--- src/rtl/vga_sprite_pkg.sv ---
// Shared types, register offsets and colour helper
// for the VGA sprite engine.
package vga_sprite_pkg;

    // Storage width of the size registers; the engine masks to SIZE_W.
    localparam int SPR_SZ_W = 8;

    localparam logic [2:0] OFF_XLO  = 3'd0;
    localparam logic [2:0] OFF_XHI  = 3'd1;
    localparam logic [2:0] OFF_YLO  = 3'd2;
    localparam logic [2:0] OFF_YHI  = 3'd3;
    localparam logic [2:0] OFF_W    = 3'd4;
    localparam logic [2:0] OFF_H    = 3'd5;
    localparam logic [2:0] OFF_COL  = 3'd6;
    localparam logic [2:0] OFF_CTRL = 3'd7;

    localparam logic [2:0] G_BGR  = 3'd0;
    localparam logic [2:0] G_BGG  = 3'd1;
    localparam logic [2:0] G_BGB  = 3'd2;
    localparam logic [2:0] G_CTRL = 3'd3;
    localparam logic [2:0] G_STLO = 3'd4;
    localparam logic [2:0] G_STHI = 3'd5;
    localparam logic [2:0] G_FRM  = 3'd6;
    localparam logic [2:0] G_CLR  = 3'd7;

    localparam logic [23:0] BG_RESET = 24'h000020;

    typedef struct packed {
        logic [9:0]          x;
        logic [9:0]          y;
        logic [SPR_SZ_W-1:0] w;
        logic [SPR_SZ_W-1:0] h;
        logic [7:0]          colour;
        logic                en;
    } sprite_t;

    // RGB332 to RGB888 by bit replication.
    function automatic logic [23:0] rgb332_expand(input logic [7:0] c);
        return {c[7:5], c[7:5], c[7:6],
                c[4:2], c[4:2], c[4:3],
                c[1:0], c[1:0], c[1:0], c[1:0]};
    endfunction

endpackage

--- src/rtl/vga_counters.sv ---
// VGA raster timing: hcount runs at 2x pixel rate,
// vcount per line; sync/blank decoded from the counters.
module vga_counters #(
    parameter logic [10:0] HACTIVE = 11'd1280,
    parameter logic [10:0] HFRONT  = 11'd32,
    parameter logic [10:0] HSYNC   = 11'd192,
    parameter logic [10:0] HBACK   = 11'd96,
    parameter logic [9:0]  VACTIVE = 10'd480,
    parameter logic [9:0]  VFRONT  = 10'd10,
    parameter logic [9:0]  VSYNC   = 10'd2,
    parameter logic [9:0]  VBACK   = 10'd33
) (
    input  logic        clk,
    input  logic        reset,
    output logic [10:0] hcount,
    output logic [9:0]  vcount,
    output logic        VGA_CLK,
    output logic        VGA_HS,
    output logic        VGA_VS,
    output logic        VGA_BLANK_n,
    output logic        VGA_SYNC_n
);

    localparam logic [10:0] HTOTAL = HACTIVE + HFRONT + HSYNC + HBACK;
    localparam logic [9:0]  VTOTAL = VACTIVE + VFRONT + VSYNC + VBACK;
    localparam logic [10:0] HS_ON  = HACTIVE + HFRONT;
    localparam logic [10:0] HS_OFF = HACTIVE + HFRONT + HSYNC;
    localparam logic [9:0]  VS_ON  = VACTIVE + VFRONT;
    localparam logic [9:0]  VS_OFF = VACTIVE + VFRONT + VSYNC;

    logic end_line;
    logic end_field;

    assign end_line  = (hcount == HTOTAL - 11'd1);
    assign end_field = (vcount == VTOTAL - 10'd1);

    // Horizontal and vertical raster counters.
    always_ff @(posedge clk) begin
        if (reset) begin
            hcount <= '0;
            vcount <= '0;
        end else if (end_line) begin
            hcount <= '0;
            vcount <= end_field ? 10'd0 : vcount + 10'd1;
        end else begin
            hcount <= hcount + 11'd1;
        end
    end

    assign VGA_HS      = !((hcount >= HS_ON) && (hcount < HS_OFF));
    assign VGA_VS      = !((vcount >= VS_ON) && (vcount < VS_OFF));
    assign VGA_BLANK_n = (hcount < HACTIVE) && (vcount < VACTIVE);
    assign VGA_SYNC_n  = 1'b0;
    assign VGA_CLK     = hcount[0];

endmodule

--- src/rtl/vga_sprite_engine_sprite_hit.sv ---
// Combinational hit test of one sprite rectangle
// against the current pixel; sums are 11-bit so no wrap.
module sprite_hit
    import vga_sprite_pkg::*;
(
    input  sprite_t    spr_i,
    input  logic [9:0] x_i,
    input  logic [9:0] y_i,
    output logic       hit_o
);

    logic [10:0] x_end;
    logic [10:0] y_end;
    logic        in_x;
    logic        in_y;

    // Half-open box test [X, X+W+1) x [Y, Y+H+1).
    always_comb begin
        x_end = {1'b0, spr_i.x} + {3'b0, spr_i.w} + 11'd1;
        y_end = {1'b0, spr_i.y} + {3'b0, spr_i.h} + 11'd1;
        in_x  = (x_i >= spr_i.x) && ({1'b0, x_i} < x_end);
        in_y  = (y_i >= spr_i.y) && ({1'b0, y_i} < y_end);
        hit_o = spr_i.en && in_x && in_y;
    end

endmodule

--- src/rtl/vga_sprite_engine.sv ---
// NUM_OBJ-sprite VGA engine with shadow/active register
// sets, priority mixing, sticky collisions and Avalon access.
module vga_sprite_engine
    import vga_sprite_pkg::*;
#(
    parameter int          NUM_OBJ     = 8,
    parameter int          SIZE_W      = 6,
    parameter logic [9:0]  COMMIT_LINE = 10'd480,
    parameter logic [10:0] H_ACTIVE    = 11'd1280,
    parameter logic [10:0] H_FRONT     = 11'd32,
    parameter logic [10:0] H_SYNC      = 11'd192,
    parameter logic [10:0] H_BACK      = 11'd96,
    parameter logic [9:0]  V_ACTIVE    = 10'd480,
    parameter logic [9:0]  V_FRONT     = 10'd10,
    parameter logic [9:0]  V_SYNC      = 10'd2,
    parameter logic [9:0]  V_BACK      = 10'd33,
    localparam int         AW          = $clog2(NUM_OBJ * 8 + 8)
) (
    input  logic          clk,
    input  logic          reset,
    input  logic          chipselect,
    input  logic          write,
    input  logic          read,
    input  logic [AW-1:0] address,
    input  logic [7:0]    writedata,
    output logic [7:0]    readdata,
    output logic          irq,
    output logic [7:0]    VGA_R,
    output logic [7:0]    VGA_G,
    output logic [7:0]    VGA_B,
    output logic          VGA_CLK,
    output logic          VGA_HS,
    output logic          VGA_VS,
    output logic          VGA_BLANK_n,
    output logic          VGA_SYNC_n
);

    localparam logic [7:0] SZ_MASK = 8'((1 << SIZE_W) - 1);

    logic [10:0] hcount_w;
    logic [9:0]  vcount_w;
    logic        cnt_clk, cnt_hs, cnt_vs, cnt_blank_n, cnt_sync_n;

    vga_counters #(
        .HACTIVE(H_ACTIVE), .HFRONT(H_FRONT),
        .HSYNC(H_SYNC),     .HBACK(H_BACK),
        .VACTIVE(V_ACTIVE), .VFRONT(V_FRONT),
        .VSYNC(V_SYNC),     .VBACK(V_BACK)
    ) u_cnt (
        .clk(clk), .reset(reset),
        .hcount(hcount_w), .vcount(vcount_w),
        .VGA_CLK(cnt_clk), .VGA_HS(cnt_hs), .VGA_VS(cnt_vs),
        .VGA_BLANK_n(cnt_blank_n), .VGA_SYNC_n(cnt_sync_n)
    );

    sprite_t     shadow_q [NUM_OBJ];
    sprite_t     shadow_d [NUM_OBJ];
    sprite_t     active_q [NUM_OBJ];
    sprite_t     active_d [NUM_OBJ];
    logic [23:0] bg_sh_q, bg_sh_d, bg_act_q, bg_act_d;
    logic [1:0]  gctrl_q, gctrl_d;
    logic [15:0] status_q, status_d;
    logic [NUM_OBJ-1:0] acc_q, acc_d;
    logic [7:0]  frame_q, frame_d;
    logic [7:0]  readdata_q, readdata_d;
    logic [23:0] rgb_q, rgb_d;
    logic        vclk_q, hs_q, vs_q, blank_n_q, sync_n_q;

    logic [AW-4:0]      idx;
    logic [2:0]         off;
    int                 idx_n;
    logic               wr, rd, is_glb, commit, multi;
    logic [NUM_OBJ-1:0] hits;

    assign idx    = address[AW-1:3];
    assign off    = address[2:0];
    assign idx_n  = 32'(idx);
    assign wr     = chipselect && write;
    assign rd     = chipselect && read;
    assign is_glb = (idx_n == NUM_OBJ);
    assign commit = (hcount_w == 11'd0) && (vcount_w == COMMIT_LINE);

    for (genvar g = 0; g < NUM_OBJ; g++) begin : g_hit
        sprite_hit u_hit (
            .spr_i(active_q[g]),
            .x_i  (hcount_w[10:1]),
            .y_i  (vcount_w),
            .hit_o(hits[g])
        );
    end

    assign multi = |(hits & (hits - NUM_OBJ'(1)));

    // Register writes, frame commit, collision accounting.
    always_comb begin
        shadow_d = shadow_q;
        active_d = active_q;
        bg_sh_d  = bg_sh_q;
        bg_act_d = bg_act_q;
        gctrl_d  = gctrl_q;
        acc_d    = acc_q;
        frame_d  = frame_q;
        status_d = status_q;
        for (int i = 0; i < NUM_OBJ; i++) begin
            if (wr && idx_n == i) begin
                case (off)
                    OFF_XLO:  shadow_d[i].x[7:0] = writedata;
                    OFF_XHI:  shadow_d[i].x[9:8] = writedata[1:0];
                    OFF_YLO:  shadow_d[i].y[7:0] = writedata;
                    OFF_YHI:  shadow_d[i].y[9:8] = writedata[1:0];
                    OFF_W:    shadow_d[i].w = writedata & SZ_MASK;
                    OFF_H:    shadow_d[i].h = writedata & SZ_MASK;
                    OFF_COL:  shadow_d[i].colour = writedata;
                    default:  shadow_d[i].en = writedata[0];
                endcase
            end
        end
        if (wr && is_glb) begin
            case (off)
                G_BGR:   bg_sh_d[23:16] = writedata;
                G_BGG:   bg_sh_d[15:8]  = writedata;
                G_BGB:   bg_sh_d[7:0]   = writedata;
                G_CTRL:  gctrl_d = writedata[1:0];
                default: ;
            endcase
        end
        if (cnt_blank_n && multi) begin
            acc_d = acc_q | hits;
        end
        if (wr && is_glb && off == G_CLR) begin
            status_d = '0;
        end
        if (commit) begin
            status_d = status_d | 16'(acc_q);
            acc_d    = '0;
            frame_d  = frame_q + 8'd1;
            if (!gctrl_q[0]) begin
                active_d = shadow_q;
                bg_act_d = bg_sh_q;
            end
        end
    end

    // Read mux; readdata holds between reads.
    always_comb begin
        readdata_d = readdata_q;
        if (rd) begin
            readdata_d = '0;
            for (int i = 0; i < NUM_OBJ; i++) begin
                if (idx_n == i) begin
                    case (off)
                        OFF_XLO:  readdata_d = shadow_q[i].x[7:0];
                        OFF_XHI:  readdata_d = {6'd0, shadow_q[i].x[9:8]};
                        OFF_YLO:  readdata_d = shadow_q[i].y[7:0];
                        OFF_YHI:  readdata_d = {6'd0, shadow_q[i].y[9:8]};
                        OFF_W:    readdata_d = shadow_q[i].w;
                        OFF_H:    readdata_d = shadow_q[i].h;
                        OFF_COL:  readdata_d = shadow_q[i].colour;
                        default:  readdata_d = {7'd0, shadow_q[i].en};
                    endcase
                end
            end
            if (is_glb) begin
                case (off)
                    G_BGR:   readdata_d = bg_sh_q[23:16];
                    G_BGG:   readdata_d = bg_sh_q[15:8];
                    G_BGB:   readdata_d = bg_sh_q[7:0];
                    G_CTRL:  readdata_d = {6'd0, gctrl_q};
                    G_STLO:  readdata_d = status_q[7:0];
                    G_STHI:  readdata_d = status_q[15:8];
                    G_FRM:   readdata_d = frame_q;
                    default: readdata_d = '0;
                endcase
            end
        end
    end

    // Priority mix: lowest index wins, background otherwise.
    always_comb begin
        rgb_d = bg_act_q;
        for (int i = NUM_OBJ - 1; i >= 0; i--) begin
            if (hits[i]) begin
                rgb_d = rgb332_expand(active_q[i].colour);
            end
        end
        if (!cnt_blank_n) begin
            rgb_d = '0;
        end
    end

    // State registers and the one-clock output pipeline.
    always_ff @(posedge clk) begin
        if (reset) begin
            for (int i = 0; i < NUM_OBJ; i++) begin
                shadow_q[i] <= '0;
                active_q[i] <= '0;
            end
            bg_sh_q    <= BG_RESET;
            bg_act_q   <= BG_RESET;
            gctrl_q    <= '0;
            acc_q      <= '0;
            status_q   <= '0;
            frame_q    <= '0;
            readdata_q <= '0;
            rgb_q      <= '0;
            vclk_q     <= 1'b0;
            hs_q       <= 1'b1;
            vs_q       <= 1'b1;
            blank_n_q  <= 1'b0;
            sync_n_q   <= 1'b0;
        end else begin
            shadow_q   <= shadow_d;
            active_q   <= active_d;
            bg_sh_q    <= bg_sh_d;
            bg_act_q   <= bg_act_d;
            gctrl_q    <= gctrl_d;
            acc_q      <= acc_d;
            status_q   <= status_d;
            frame_q    <= frame_d;
            readdata_q <= readdata_d;
            rgb_q      <= rgb_d;
            vclk_q     <= cnt_clk;
            hs_q       <= cnt_hs;
            vs_q       <= cnt_vs;
            blank_n_q  <= cnt_blank_n;
            sync_n_q   <= cnt_sync_n;
        end
    end

    assign readdata    = readdata_q;
    assign irq         = gctrl_q[1] && (|status_q);
    assign VGA_R       = rgb_q[23:16];
    assign VGA_G       = rgb_q[15:8];
    assign VGA_B       = rgb_q[7:0];
    assign VGA_CLK     = vclk_q;
    assign VGA_HS      = hs_q;
    assign VGA_VS      = vs_q;
    assign VGA_BLANK_n = blank_n_q;
    assign VGA_SYNC_n  = sync_n_q;

endmodule

--- config.mk ---
export PLATFORM = sky130hd
export DESIGN_NAME = vga_sprite_engine
export DESIGN_NICKNAME = d
export VERILOG_FILES = /design/src/rtl/vga_sprite_pkg.sv /design/src/rtl/vga_counters.sv /design/src/rtl/vga_sprite_engine_sprite_hit.sv /design/src/rtl/vga_sprite_engine.sv
export SDC_FILE = /design/constraint.sdc
export NUM_CORES = 2
export LEC_CHECK = 0
export CAP_MARGIN = 20
export CORE_ASPECT_RATIO = 0.9
export CORE_MARGIN = 1
export CORE_UTILIZATION = 65
export DETAILED_ROUTE_END_ITERATION = 8
export HOLD_SLACK_MARGIN = 0.05
export PLACE_DENSITY = 0.84
export SYNTH_ARGS = -nofsm -noshare
export SYNTH_HDL_FRONTEND = slang
export SYNTH_SLANG_ARGS = --single-unit
export TNS_END_PERCENT = 10
--- constraint.sdc ---
create_clock -name clk -period 8.3 [get_ports clk]
set_input_delay 1.66 -clock clk [delete_from_list [all_inputs] [get_ports clk]]
set_output_delay 1.66 -clock clk [all_outputs]
set_load 0.03 [all_outputs]
==> out/results.ini <==
[run]
cap_viol_max_count=0

[power_and_ir_drop]
sw_frac_of_total_pct=23.46
power_density_nw_per_um2=171.2
p_seq_share_pct=47.1
power_frac_clock_pct=48.4
vdd.ir_drop.worst_uv=184.6
p_switching_mw=1.887
intPower_mw=6.155
p_leak_nw=16.81
power_frac_comb_pct=4.5

[grt]
grt_use_met1_pct=58.74
top_usage_layer=met2
grt_pass1_wl_um=220100
grt_pass1_vias=37650
antenna_found_initial=6
met3_usage_pct=14.94
grt.overflow.total=0
met2_usage_pct=59.01
grt_max_degree=239
grt_util_all_layers_pct=42.33

[sta]
period_minus_slack_ns=5.398
tightest_slew_ns=1.277
whs_ns=0.4482
rsz0062_at_grt=false
hold_viol_final=0
setup_viol_count_final=0
fin_tns_setup_ns=0
fmax_ghz=0.1853
finalClockSkew_ns=0.02616
layout_setup_ws_ns=2.902
slew_violations=0
relSlewSlack_pct=14.70
fin_crit_sh_pct=65.03

[critical_path]
cp-start-kind=flop
r2r_slack_ns=2.90
critPathMaxFanout=10
worst-endpoint-required_ns=8.87
startpoint=active_q[115]$_SDFFE_PP0P_
reg2reg_from=active_q[115]$_SDFFE_PP0P_
critPathKind=reg2reg
timing.rr.end=acc_q[1]$_SDFFE_PP0P_
crit_path_end=acc_q[1]$_SDFFE_PP0P_
endpoint_kind=flop
reg2reg_depth=18
arrival_ns=5.97

[placed_design]
place_congestion=1.024
portBuffers=56
hpwl_um=99360
pre_cts_ws_ns=3.222

[final_layout]
fill_cells=5040
fin_util_pct=71.49
nets=5829
area_growth_pct=8.410
multiInputGateArea_um2=25430
seq_area_um2=15760
drive_above_1_share_pct=5.041

[routing]
routed_wl_um=147000
drt_iter0_markers=6359
via_count=41580
firstDrtPassIters=9
drt-vias-per-instance=6.575
postRouteAntennaNets=0
wire_per_inst_um=23.24
drc=26

[yosys]
synth_top_family_by_area=simple AND/OR/NAND/NOR gates
yosys.area_share.simple_pct=19.90
synth_edf_count=0
synth-xor-area-share_pct=2.669
synthCells=5524
synth_compound_area_share_pct=19.85
synth-seq-area-share_pct=36.37
ys_types=84
synth.area.mux_share_pct=3.694
yosys.area_share.adder_pct=12.46
yosys_warnings=0
syn_area_um2=43320
ys_ff_latch=787
synthFlopType=dfxtp_1
synthArstFlopShare_pct=0
syn_avg_cell_area_um2=7.843
synth_fp_nets=5965

[floorplan]
dieArea_um2=67690
die_height_um=246.9
start_util_pct=65.94
core_area_um2=65700
rows=89
pin_count=58
die_w_um=274.1

[cts]
ctsResizeCount=0
cts_made_buffers=80
clkTransAtPathRegs_ns=0.06
cts_tree=built
cts_root_buf=clkbuf_16
clockBufferDepth=3
cts_setup_buffers=0
ctsHoldBuffers=0
clock_latency_ns=0.66
htreeDepth=3
cts_sinks=787

[hold_path]
hp-class=reg2reg

[outcome]
violations=design-rule violations
outcome=complete, but fails checks

synth_stat cells (all sizes together), types with 7 or more instances:
| library cell | number | share of area (%) |
|---|---|---|
| mux4 | 19 | 0.99 |
| and3 | 31 | 0.45 |
| nor2b | 42 | 0.61 |
| a2111oi | 35 | 0.72 |
| xnor2 | 101 | 2.0 |
| nor3 | 37 | 0.44 |
| fa | 16 | 0.74 |
| a22oi | 52 | 0.90 |
| o221ai | 7 | 0.14 |
| o211ai | 21 | 0.36 |
| mux2i | 98 | 2.3 |
| buf | 89 | 1.0 |
| clkbuf | 244 | 2.1 |
| a211oi | 15 | 0.26 |
| or3 | 21 | 0.30 |
| nand2 | 1321 | 11 |
| a211o | 7 | 0.14 |
| nand4 | 25 | 0.36 |
| dfxtp | 787 | 36 |
| a221oi | 23 | 0.48 |
| a22o | 21 | 0.42 |
| o31ai | 49 | 0.88 |
| o2111ai | 9 | 0.20 |
| nor2 | 247 | 2.2 |
| and2 | 11 | 0.16 |
| xor2 | 31 | 0.63 |
| a31oi | 18 | 0.26 |
| nor4 | 19 | 0.27 |
| o21ai | 219 | 2.5 |
| nor4b | 8 | 0.16 |
| nand2b | 49 | 0.71 |
| mux2 | 17 | 0.44 |
| nand3 | 201 | 2.3 |
| ha | 405 | 12 |
| o21a | 44 | 0.76 |
| a21oi | 793 | 9.2 |
| o22ai | 15 | 0.22 |
| inv | 225 | 1.9 |
| a21o | 77 | 1.3 |
cells in the final DEF, fill, tap and decap left out, drive strengths merged, types with 98 or more instances in the layout:
master,synthesis,final
nand2,1321,1321
a21oi,793,793
dfxtp,787,787
ha,405,405
nor2,247,247
inv,225,228
o21ai,219,219
nand3,201,201
clkbuf,244,114
xnor2,101,101
mux2i,98,98
kinds of logic (layout without fill, tap and decap cells):
family,after synthesis,count (layout)
buffers and inverters,558,489
XOR/XNOR,132,132
flip-flops,787,787
multiplexers,134,134
other,1,7
AND/OR/NAND/NOR,2037,2037
adder cells (fa/ha/maj),422,422
AO/OA/AOI/OAI,1453,1453
power groups by stage:
| stage | Clock [mW] | Combinational [mW] | Sequential [mW] |
|---|---|---|---|
| after detailed placement | 0 | 0.337 | 3.88 |
| after floorplan | 0 | 0.209 | 3.88 |
| after CTS | 3.87 | 0.339 | 3.79 |
| after global placement | 0 | 0.334 | 3.88 |
| after global routing | 4.02 | 0.364 | 3.79 |
| final | 3.89 | 0.359 | 3.79 |
state kept, by name, summed over array words and instances (netlist names), 10 cells and up:
signal and cells:
bg_sh_q 24, active_q 328, bg_act_q 24, u_cnt.hcount 11
rgb_q 24, shadow_q 328, u_cnt.vcount 10
per-layer routing:
| layer | vias to the layer above | part of all wire, % |
|---|---|---|
| li1 | 18900 | - |
| met1 | 19480 | 40 |
| met2 | 2703 | 40 |
| met3 | 495 | 16 |
| met4 | 8 | 4.6 |
| met5 | - | 0.035 |
worst max-delay path, stage by stage (launching register included):
cell and delay, ns:
dfxtp_1 0.37, inv_1 0.06, ha_1 0.20, fa_1 0.41
nor2b_1 0.17, o31ai_1 0.10, a21oi_1 0.26, nand3_1 0.13
xnor2_1 0.15, ha_1 0.29, a2111oi_0 0.34, o21ai_0 0.14
o22ai_1 0.12, a31oi_1 0.07, nor3b_1 1.02, nand2_1 0.73
o2111ai_2 0.37, o31ai_2 0.18, o21ai_1 0.17
final cells by class:
type                            count  share of cell area, %
Antenna cell                        6                0.03197
Clock buffer                      114                  5.014
Clock inverter                     35                 0.9803
Inverter                          225                  1.798
Multi-Input combinational cell   4179                  54.15
Sequential cell                   787                  33.54
Tap cell                          864                  2.302
Timing Repair Buffer              115                  2.176
worst min-delay path by stage:
stage / end / startpoint / depth (start not counted) / slack (ns)
3_5_place_dp: active_q[5]$_SDFFE_PP0P_ / active_q[5]$_SDFFE_PP0P_ / 2 / 0.44
3_3_place_gp: VGA_VS$_SDFF_PP1_ / u_cnt.vcount[1]$_SDFFE_PP0P_ / 1 / 0.42
6_report: active_q[2]$_SDFFE_PP0P_ / active_q[2]$_SDFFE_PP0P_ / 2 / 0.45
4_1_cts: active_q[5]$_SDFFE_PP0P_ / active_q[5]$_SDFFE_PP0P_ / 2 / 0.45
5_1_grt: active_q[234]$_SDFFE_PP0P_ / active_q[234]$_SDFFE_PP0P_ / 2 / 0.47
2_1_floorplan: acc_q[6]$_SDFFE_PP0P_ / acc_q[6]$_SDFFE_PP0P_ / 2 / 0.43
metrics by stage:
stage,power (mW),cells,instance area (um2)
detailed placement,4.212,6170,44140
global route,8.175,6319,46950
finish,8.042,6325,46970
global placement,4.210,6169,44130
CTS,7.998,6319,46950
floorplan,4.087,5524,43320
Power figures use the tool's default switching activity.
